## src/rtl/common_serdecr_n_pkg.sv

```systemverilog
// +----------------------------------------------------------------------------+
// | common_serdecr_n_pkg : shared FSM encoding and sizing helpers              |
// | Revision: 1.0                                                              |
// +----------------------------------------------------------------------------+
`default_nettype none

package common_serdecr_n_pkg;

  typedef logic [1:0] state_t;

  localparam state_t ST_IDLE = 2'd0;
  localparam state_t ST_BUSY = 2'd1;
  localparam state_t ST_DONE = 2'd2;

  function automatic int nibbles(input int width);
    return width / 4;
  endfunction

  function automatic int idx_bits(input int n);
    return (n > 1) ? $clog2(n) : 1;
  endfunction

endpackage

`default_nettype wire

```

## src/rtl/common_rtlrom_decr4.sv

```systemverilog
// +----------------------------------------------------------------------------+
// | common_rtlrom_decr4 : 4-bit decrement ROM slice, q = d-1, b = (d == 0)     |
// | Revision: 1.0                                                              |
// +----------------------------------------------------------------------------+
`default_nettype none

module common_rtlrom_decr4 (
  input  logic [3:0] d,
  output logic [3:0] q,
  output logic       b
);

  always_comb begin
    q = 4'h0;
    b = 1'b0;
    case (d)
      4'h0: begin q = 4'hF; b = 1'b1; end
      4'h1: q = 4'h0;
      4'h2: q = 4'h1;
      4'h3: q = 4'h2;
      4'h4: q = 4'h3;
      4'h5: q = 4'h4;
      4'h6: q = 4'h5;
      4'h7: q = 4'h6;
      4'h8: q = 4'h7;
      4'h9: q = 4'h8;
      4'hA: q = 4'h9;
      4'hB: q = 4'hA;
      4'hC: q = 4'hB;
      4'hD: q = 4'hC;
      4'hE: q = 4'hD;
      4'hF: q = 4'hE;
      default: begin q = 4'h0; b = 1'b0; end
    endcase
  end

endmodule

`default_nettype wire

```

## src/rtl/common_serdecr_n.sv

```systemverilog
// +----------------------------------------------------------------------------+
// | common_serdecr_n : nibble-serial unsigned decrementer with valid/ready     |
// | Revision: 1.0                                                              |
// +----------------------------------------------------------------------------+
`default_nettype none

module common_serdecr_n
  import common_serdecr_n_pkg::*;
#(
  parameter int WIDTH      = 16,
  parameter bit EARLY_EXIT = 1'b1
) (
  input  logic             clk,
  input  logic             resetn,
  input  logic             i_valid,
  output logic             i_ready,
  input  logic [WIDTH-1:0] i_d,
  output logic             o_valid,
  input  logic             o_ready,
  output logic [WIDTH-1:0] o_q,
  output logic             o_b
);

  localparam int N  = nibbles(WIDTH);
  localparam int IW = idx_bits(N);
  localparam logic [IW-1:0] LAST = IW'(N - 1);

  state_t           state;
  state_t           state_nx;
  logic [WIDTH-1:0] work;
  logic [WIDTH-1:0] work_nx;
  logic [IW-1:0]    idx;
  logic             borrow;
  logic             borrow_nx;
  logic             last_step;
  logic [3:0]       nib;
  logic [3:0]       nib_dec;
  logic             nib_b;

  always_comb begin
    nib = 4'h0;
    for (int n = 0; n < N; n++) begin
      if (idx == IW'(n)) nib = work[n*4 +: 4];
    end
  end

  common_rtlrom_decr4 u_rom (
    .d (nib),
    .q (nib_dec),
    .b (nib_b)
  );

  // Once the borrow has cleared the remaining nibbles pass through untouched.
  always_comb begin
    borrow_nx = borrow & nib_b;
    work_nx   = work;
    if (borrow) begin
      for (int n = 0; n < N; n++) begin
        if (idx == IW'(n)) work_nx[n*4 +: 4] = nib_dec;
      end
    end
    last_step = (idx == LAST) || (EARLY_EXIT && !borrow_nx);
  end

  always_ff @(posedge clk) begin
    if (!resetn) state <= ST_IDLE;
    else         state <= state_nx;
  end

  always_comb begin
    state_nx = state;
    case (state)
      ST_IDLE: if (i_valid)   state_nx = ST_BUSY;
      ST_BUSY: if (last_step) state_nx = ST_DONE;
      ST_DONE: if (o_ready)   state_nx = ST_IDLE;
      default: state_nx = ST_IDLE;
    endcase
  end

  always_ff @(posedge clk) begin
    if (!resetn) begin
      work   <= '0;
      idx    <= '0;
      borrow <= 1'b0;
    end else begin
      case (state)
        ST_IDLE: begin
          if (i_valid) begin
            work   <= i_d;
            borrow <= 1'b1;
            idx    <= '0;
          end
        end
        ST_BUSY: begin
          work   <= work_nx;
          borrow <= borrow_nx;
          if (!last_step) idx <= idx + 1'b1;
        end
        default: ;
      endcase
    end
  end

  always_comb begin
    i_ready = (state == ST_IDLE);
    o_valid = (state == ST_DONE);
    o_q     = o_valid ? work : '0;
    o_b     = o_valid & borrow;
  end

endmodule

`default_nettype wire

```

## config.mk

```make
export PLATFORM = sky130hd
export DESIGN_NAME = common_serdecr_n
export DESIGN_NICKNAME = d
export VERILOG_FILES = /design/src/rtl/common_serdecr_n_pkg.sv /design/src/rtl/common_rtlrom_decr4.sv /design/src/rtl/common_serdecr_n.sv
export SDC_FILE = /design/constraint.sdc
export NUM_CORES = 1
export LEC_CHECK = 0
export BUFFER_PORTS_ARGS = -buffer_cell sky130_fd_sc_hd__buf_2
export CORE_MARGIN = 5
export CORE_UTILIZATION = 43
export DETAILED_ROUTE_END_ITERATION = 6
export PLACE_DENSITY = 0.78
export SETUP_SLACK_MARGIN = 0.5
export SLEW_MARGIN = 20
export SYNTH_ARGS = -nofsm -noshare
export SYNTH_HDL_FRONTEND = slang
export SYNTH_SLANG_ARGS = --single-unit
```

## constraint.sdc

```tcl
create_clock -name clk -period 3.57 [get_ports clk]
set_clock_uncertainty 0.05 [all_clocks]
set_input_delay 0.714 -clock clk [delete_from_list [all_inputs] [get_ports clk]]
set_output_delay 0.714 -clock clk [all_outputs]
set_load 0.02 [all_outputs]
```

; Word-level counts from Yosys, hierarchy flattened
; Cells that the tools add are included.
[classes]
bitwise_logic = 2
addsub = 1
mux = 23
n_eq_ne = 29
n_reduce_logical = 13
[ops]
columns = op, n
row1 = $pmux 4 s16, 1
row2 = $mux 16, 3
row3 = $eq 4x4->1 const B, 8
row4 = $mux 4, 8
row5 = $pmux 16 s2, 1
row6 = $eq 4x3->1 const B, 4
row7 = $ne 2x2->1 const B, 8
row8 = $reduce_and 4->1, 4
row9 = $mux 2, 5
row10 = $eq 4x2->1 const B, 2
row11 = $eq 2x2->1 const B, 3
row12 = $pmux 2 s3, 1
row13 = $reduce_and 3->1, 2
row14 = $eq 2x1->1 const B, 2
row15 = $eq 4x1->1 const B, 1
row16 = $logic_not 2->1, 2
row17 = $logic_not 4->1, 1
row18 = $pmux 2 s2, 1
row19 = $add 2x1->2 const B, 1
row20 = $and 1x1->1, 2
row21 = $mux 1, 2
row22 = $ne 2x1->1 const B, 1
row23 = $pmux 1 s2, 1
row24 = $reduce_and 2->1, 1
row25 = other kinds (3), 3
[totals]
register_bits = 21
elab_cells = 75
in_bits = 20

; Logic depth before layout (Yosys ltp)
[logic_depth]
depth_word = 12
mapped_depth = 13

; Modules after synthesis
; Synthesis repeated with hierarchy kept, for this count alone.
[hier_totals]
cells_unflattened = 168
area_unflattened_um2 = 1402.6
[modules_own_cells]
columns = module, cells_each, instances, seq_area_each_um2, area_each_um2
row1 = common_serdecr_n, 161, 1, 420.4, 1353.8
row2 = common_rtlrom_decr4, 7, 1, 0.0, 48.8

; Least setup slack after synthesis
; OpenSTA, ideal clock, no wires.
[synth_timing]
path_kind = reg-to-reg
startpoint = reg idx[1]
endpoint = reg work[11]
period_less_slack_ns = 3.112
slack_ns = 0.458
arrival_time_ns = 2.915
stages_incl_launch_ff = 14
path_buffers = 0
required_ns = 3.373
setup_ns = 0.147
cell_sequence = dfxtp_1 > inv_1 > ha_1 > and3b_1 > a21oi_1 > o21ai_0 > mux2i_1 > inv_1 > ha_1 > or3_1 > a2111oi_0 > mux2i_1 > o221ai_2 > a31oi_1
[synth_between]
elab_chain_len = 10
word_cells_on_any_way = 30
[synth_lines]
columns = item, line
row1 = "start, declared", common_serdecr_n.sv:32  ; logic [IW-1:0] idx;
row2 = "start signal, assigned", common_serdecr_n.sv:97  ; if (!last_step) idx <= idx + 1'b1;
row3 = $logic_not 2->1, common_serdecr_n.sv:43  ; if (idx == IW'(n)) nib = work[n*4 +: 4];
row4 = $mux 4 (4 in series), common_serdecr_n.sv:43
row5 = "$eq 4x4->1, or another cell as far along", common_rtlrom_decr4.sv:16  ; case (d)
row6 = $pmux 4 s16, common_rtlrom_decr4.sv:16
row7 = $mux 4, common_serdecr_n.sv:59  ; if (idx == IW'(n)) work_nx[n*4 +: 4] = nib_dec;
row8 = $mux 16, common_serdecr_n.sv:57  ; if (borrow) begin
row9 = $pmux 16 s2, common_serdecr_n.sv:86  ; case (state)
row10 = "end signal, assigned", common_serdecr_n.sv:89  ; work <= i_d;
row11 = "end signal, assigned", common_serdecr_n.sv:95  ; work <= work_nx;
row12 = "end, declared", common_serdecr_n.sv:30  ; logic [WIDTH-1:0] work;
; Several ways; a longest one is shown, not always the timed one. The select of a mux whose other input is x is not followed.
; A chain may end at the register's enable or synchronous reset.

; Worst setup path in the final report
[layout_timing]
startpoint = reg idx[0]
endpoint = reg work[11]
; Same word-level chain as after synthesis.

==> flow_summary.json <==
{
  "drt_iter0_markers": 62,
  "grt_first_pass_wirelength_mm": 6.64,
  "die_height_um": 68.5,
  "core_sq_mm": 0.00334,
  "leakagePower_nw": 0.771,
  "grt_pass1_vias": 1393,
  "finalWorstSetupSlack_ns": 0.665,
  "seq_area_frac_synth_pct": 28.6,
  "cts.sinks": 21,
  "setup_tns_ns": 0,
  "antenna_found_initial": 0,
  "relSlewSlack_pct": 47.0,
  "regArea_sq_um": 425,
  "cts_root_buf": "clkbuf_4",
  "grt_max_degree": 20,
  "fp-row-count": 21,
  "gp_congestion": 0.802,
  "drc": 0,
  "clk_path_buf_depth": 2,
  "synth_cells": 178,
  "initial_utilization_pct": 44.1,
  "first_pass_iters": 4,
  "synth_nets": 207,
  "port_buffers": 38,
  "instances_no_fill": 264,
  "maxSlewViolCount": 0,
  "arrival_ns": 3.02,
  "avgSynthCellArea_sq_um": 8.27,
  "grt_usage_pct": 18.8,
  "worstPathMaxFanout": 7,
  "h-tree-depth": 1,
  "setup_violations": 0,
  "max_freq_ghz": 0.344,
  "dpl_cell_area_sq_mm": 0.00170,
  "ir_worst_vdd_v": 0.000203,
  "worstSetupPathType": "flip-flop to flip-flop",
  "cts_buffers": 3,
  "status": "finished, final reports clean",
  "wire_per_inst_um": 15.9,
  "n_fill_cell": 333,
  "yosys_warnings": 0,
  "io_pins": 39,
  "drive_above_1_share_pct": 29.4,
  "place_inst": 256,
  "clk_pin_slew_worst_paths_ns": 0.13,
  "vias": 1490,
  "ant_nets": 0,
  "num_antenna_cells": 0,
  "grt-ovfl-total": 0,
  "clk_latency_ns": 0.32,
  "nets": 248,
  "die_x_um": 68.5,
  "wl_mm": 4.20,
  "post-route-min-period_ns": 2.90,
  "max_cap_viol_count": 0,
  "viasPerCell": 5.64,
  "powerDensity_mw_per_mm2": 332,
  "hold_viol": 0,
  "fin_crit_sh_pct": 81.4,
  "ys_ff_latch": 21,
  "multi_input_area_sq_mm": 0.00101,
  "die-area_sq_mm": 0.00469,
  "pre_cts_ws_ns": 0.144,
  "startpoint_type": "flip-flop",
  "post-dp-hpwl_mm": 3.12,
  "worstMarginPinSlew_ns": 0.795,
  "ys_types": 36,
  "required_ns": 3.68,
  "synth_area_sq_mm": 0.00147,
  "area_growth_pct": 22.4,
  "hold_path_class": "flip-flop to flip-flop",
  "reg2reg_slack_ns": 0.67,
  "rsz0062_at_grt": "no",
  "cp-end-kind": "flip-flop",
  "cts_tree": "done",
  "final_area_sq_mm": 0.00180
}
[cells in the final DEF (no fill, tap or decap), types with 2 or more instances in the layout]
cell type | Yosys | routed
nand3b_1 | 4 | 4
ha_1 | 9 | 6
clkbuf_4 | 0 | 3
inv_1 | 11 | 10
and2_1 | 14 | 14
nand2_1 | 5 | 5
buf_4 | 0 | 6
nand3_1 | 10 | 10
a211oi_4 | 2 | 2
dfxtp_1 | 21 | 19
nor2b_1 | 3 | 2
a21oi_1 | 14 | 13
buf_2 | 1 | 38
a32o_1 | 4 | 4
nand2b_1 | 10 | 10
or3_1 | 2 | 2
nor2_1 | 14 | 14
a211oi_1 | 7 | 7
ha_4 | 0 | 2
o21ai_0 | 15 | 14
a31oi_1 | 8 | 8
[routing by layer]
| layer | vias to the layer above | part of all wire (%) | track usage [%] |
|---|---|---|---|
| met5 | - | 0 | 0 |
| met4 | 0 | 3.1 | 11.7 |
| met3 | 13 | 4.2 | 1.94 |
| met2 | 52 | 50 | 30.9 |
| met1 | 700 | 42 | 23.6 |
| li1 | 725 | - | - |
[cell usage after synthesis]
cell type  count  area share [%]
dfxtp_1       21              29
o21ai_0       15             5.1
a21oi_1       14             4.8
and2_1        14             6.0
nor2_1        14             3.6
inv_1         11             2.8
nand2b_1      10             4.3
nand3_1       10             3.4
ha_1           9             7.7
a31oi_1        8             3.4
a211oi_1       7             3.6
clkbuf_1       6             1.5
nand2_1        5             1.3
a32o_1         4             2.7
nand3b_1       4             2.0
nor2b_1        3             1.3
a211oi_4       2             2.7
mux2i_1        2             1.4
or3_1          2            0.85
a2111oi_0      1            0.60
a211o_1        1            0.60
a21o_1         1            0.51
a221oi_4       1             1.8
a311o_1        1            0.68
a31oi_2        1            0.85
a41o_1         1            0.68
and3b_1        1            0.60
buf_2          1            0.34
buf_6          1            0.77
mux2_1         1            0.77
nor3_1         1            0.34
nor3b_1        1            0.51
nor3b_4        1             1.3
nor4_4         1             1.4
o221ai_2       1             1.0
o22ai_1        1            0.43
[stage by stage]
step	util, %	hold WS (ns)	power, mW
floorplan	-	0.436	0.414
global placement	50.9	0.466	0.467
detailed placement	50.9	0.467	0.472
CTS	52.1	0.485	0.594
global route	54.0	0.513	0.630
finish	54.0	0.484	0.597
[cell families (layout without fill, tap and decap cells)]
| group | count (synthesis) | count (layout) | synth area share, % |
|---|---|---|---|
| AND/OR/NAND/NOR | 67 | 67 | 26.8 |
| flip-flops | 21 | 21 | 28.6 |
| AO/OA/AOI/OAI | 59 | 59 | 29.4 |
| adder cells (fa/ha/maj) | 9 | 9 | 7.65 |
| multiplexers | 3 | 3 | 2.13 |
| buffers and inverters | 19 | 59 | 5.44 |
[timing repair]
item                       4_1_cts  5_1_grt
resized for setup                4       10
buffers inserted                 1        3
pin swaps                        1        4
hold buffers                     0        0
setup endpoints to repair        8       13
[report_power, final]
group | total [mW] | switching [mW] | internal [mW]
clock | 0.119 | 0.0755 | 0.0437
combinational | 0.197 | 0.118 | 0.0783
sequential | 0.281 | 0.0237 | 0.258
[worst paths after layout]
| path | start | endpoint | cells past startpoint |
|---|---|---|---|
| max | idx[0] | work[11] | 13 |
| min | work[9] | work[9] | 2 |
| max reg2reg | idx[0] | work[11] | 13 |
| min reg2reg | work[9] | work[9] | 2 |
[worst max-delay path, cell delays in order, from the launching register on]
cell	delay, ns
dfxtp_4	0.37
buf_4	0.14
ha_4	0.18
and3b_1	0.24
a21oi_2	0.04
o21ai_1	0.15
mux2i_2	0.11
buf_4	0.17
ha_1	0.21
or3_1	0.36
a2111oi_2	0.22
mux2i_1	0.14
o221ai_2	0.26
a31oi_1	0.12
[state kept, by name (all words and copies together), names as in the netlist]
| signal | count |
|---|---|
| work | 16 |
| idx | 2 |
| state | 2 |
| borrow | 1 |
[final cells by class]
cell class / instances / area share (%)
multi-input combinational: 138 / 56.4
timing repair buffer: 44 / 13.1
inverter: 11 / 2.29
tap: 46 / 3.20
clock buffer: 4 / 1.46
sequential: 21 / 23.6
No activity file was read; power rests on OpenSTA's default activity.
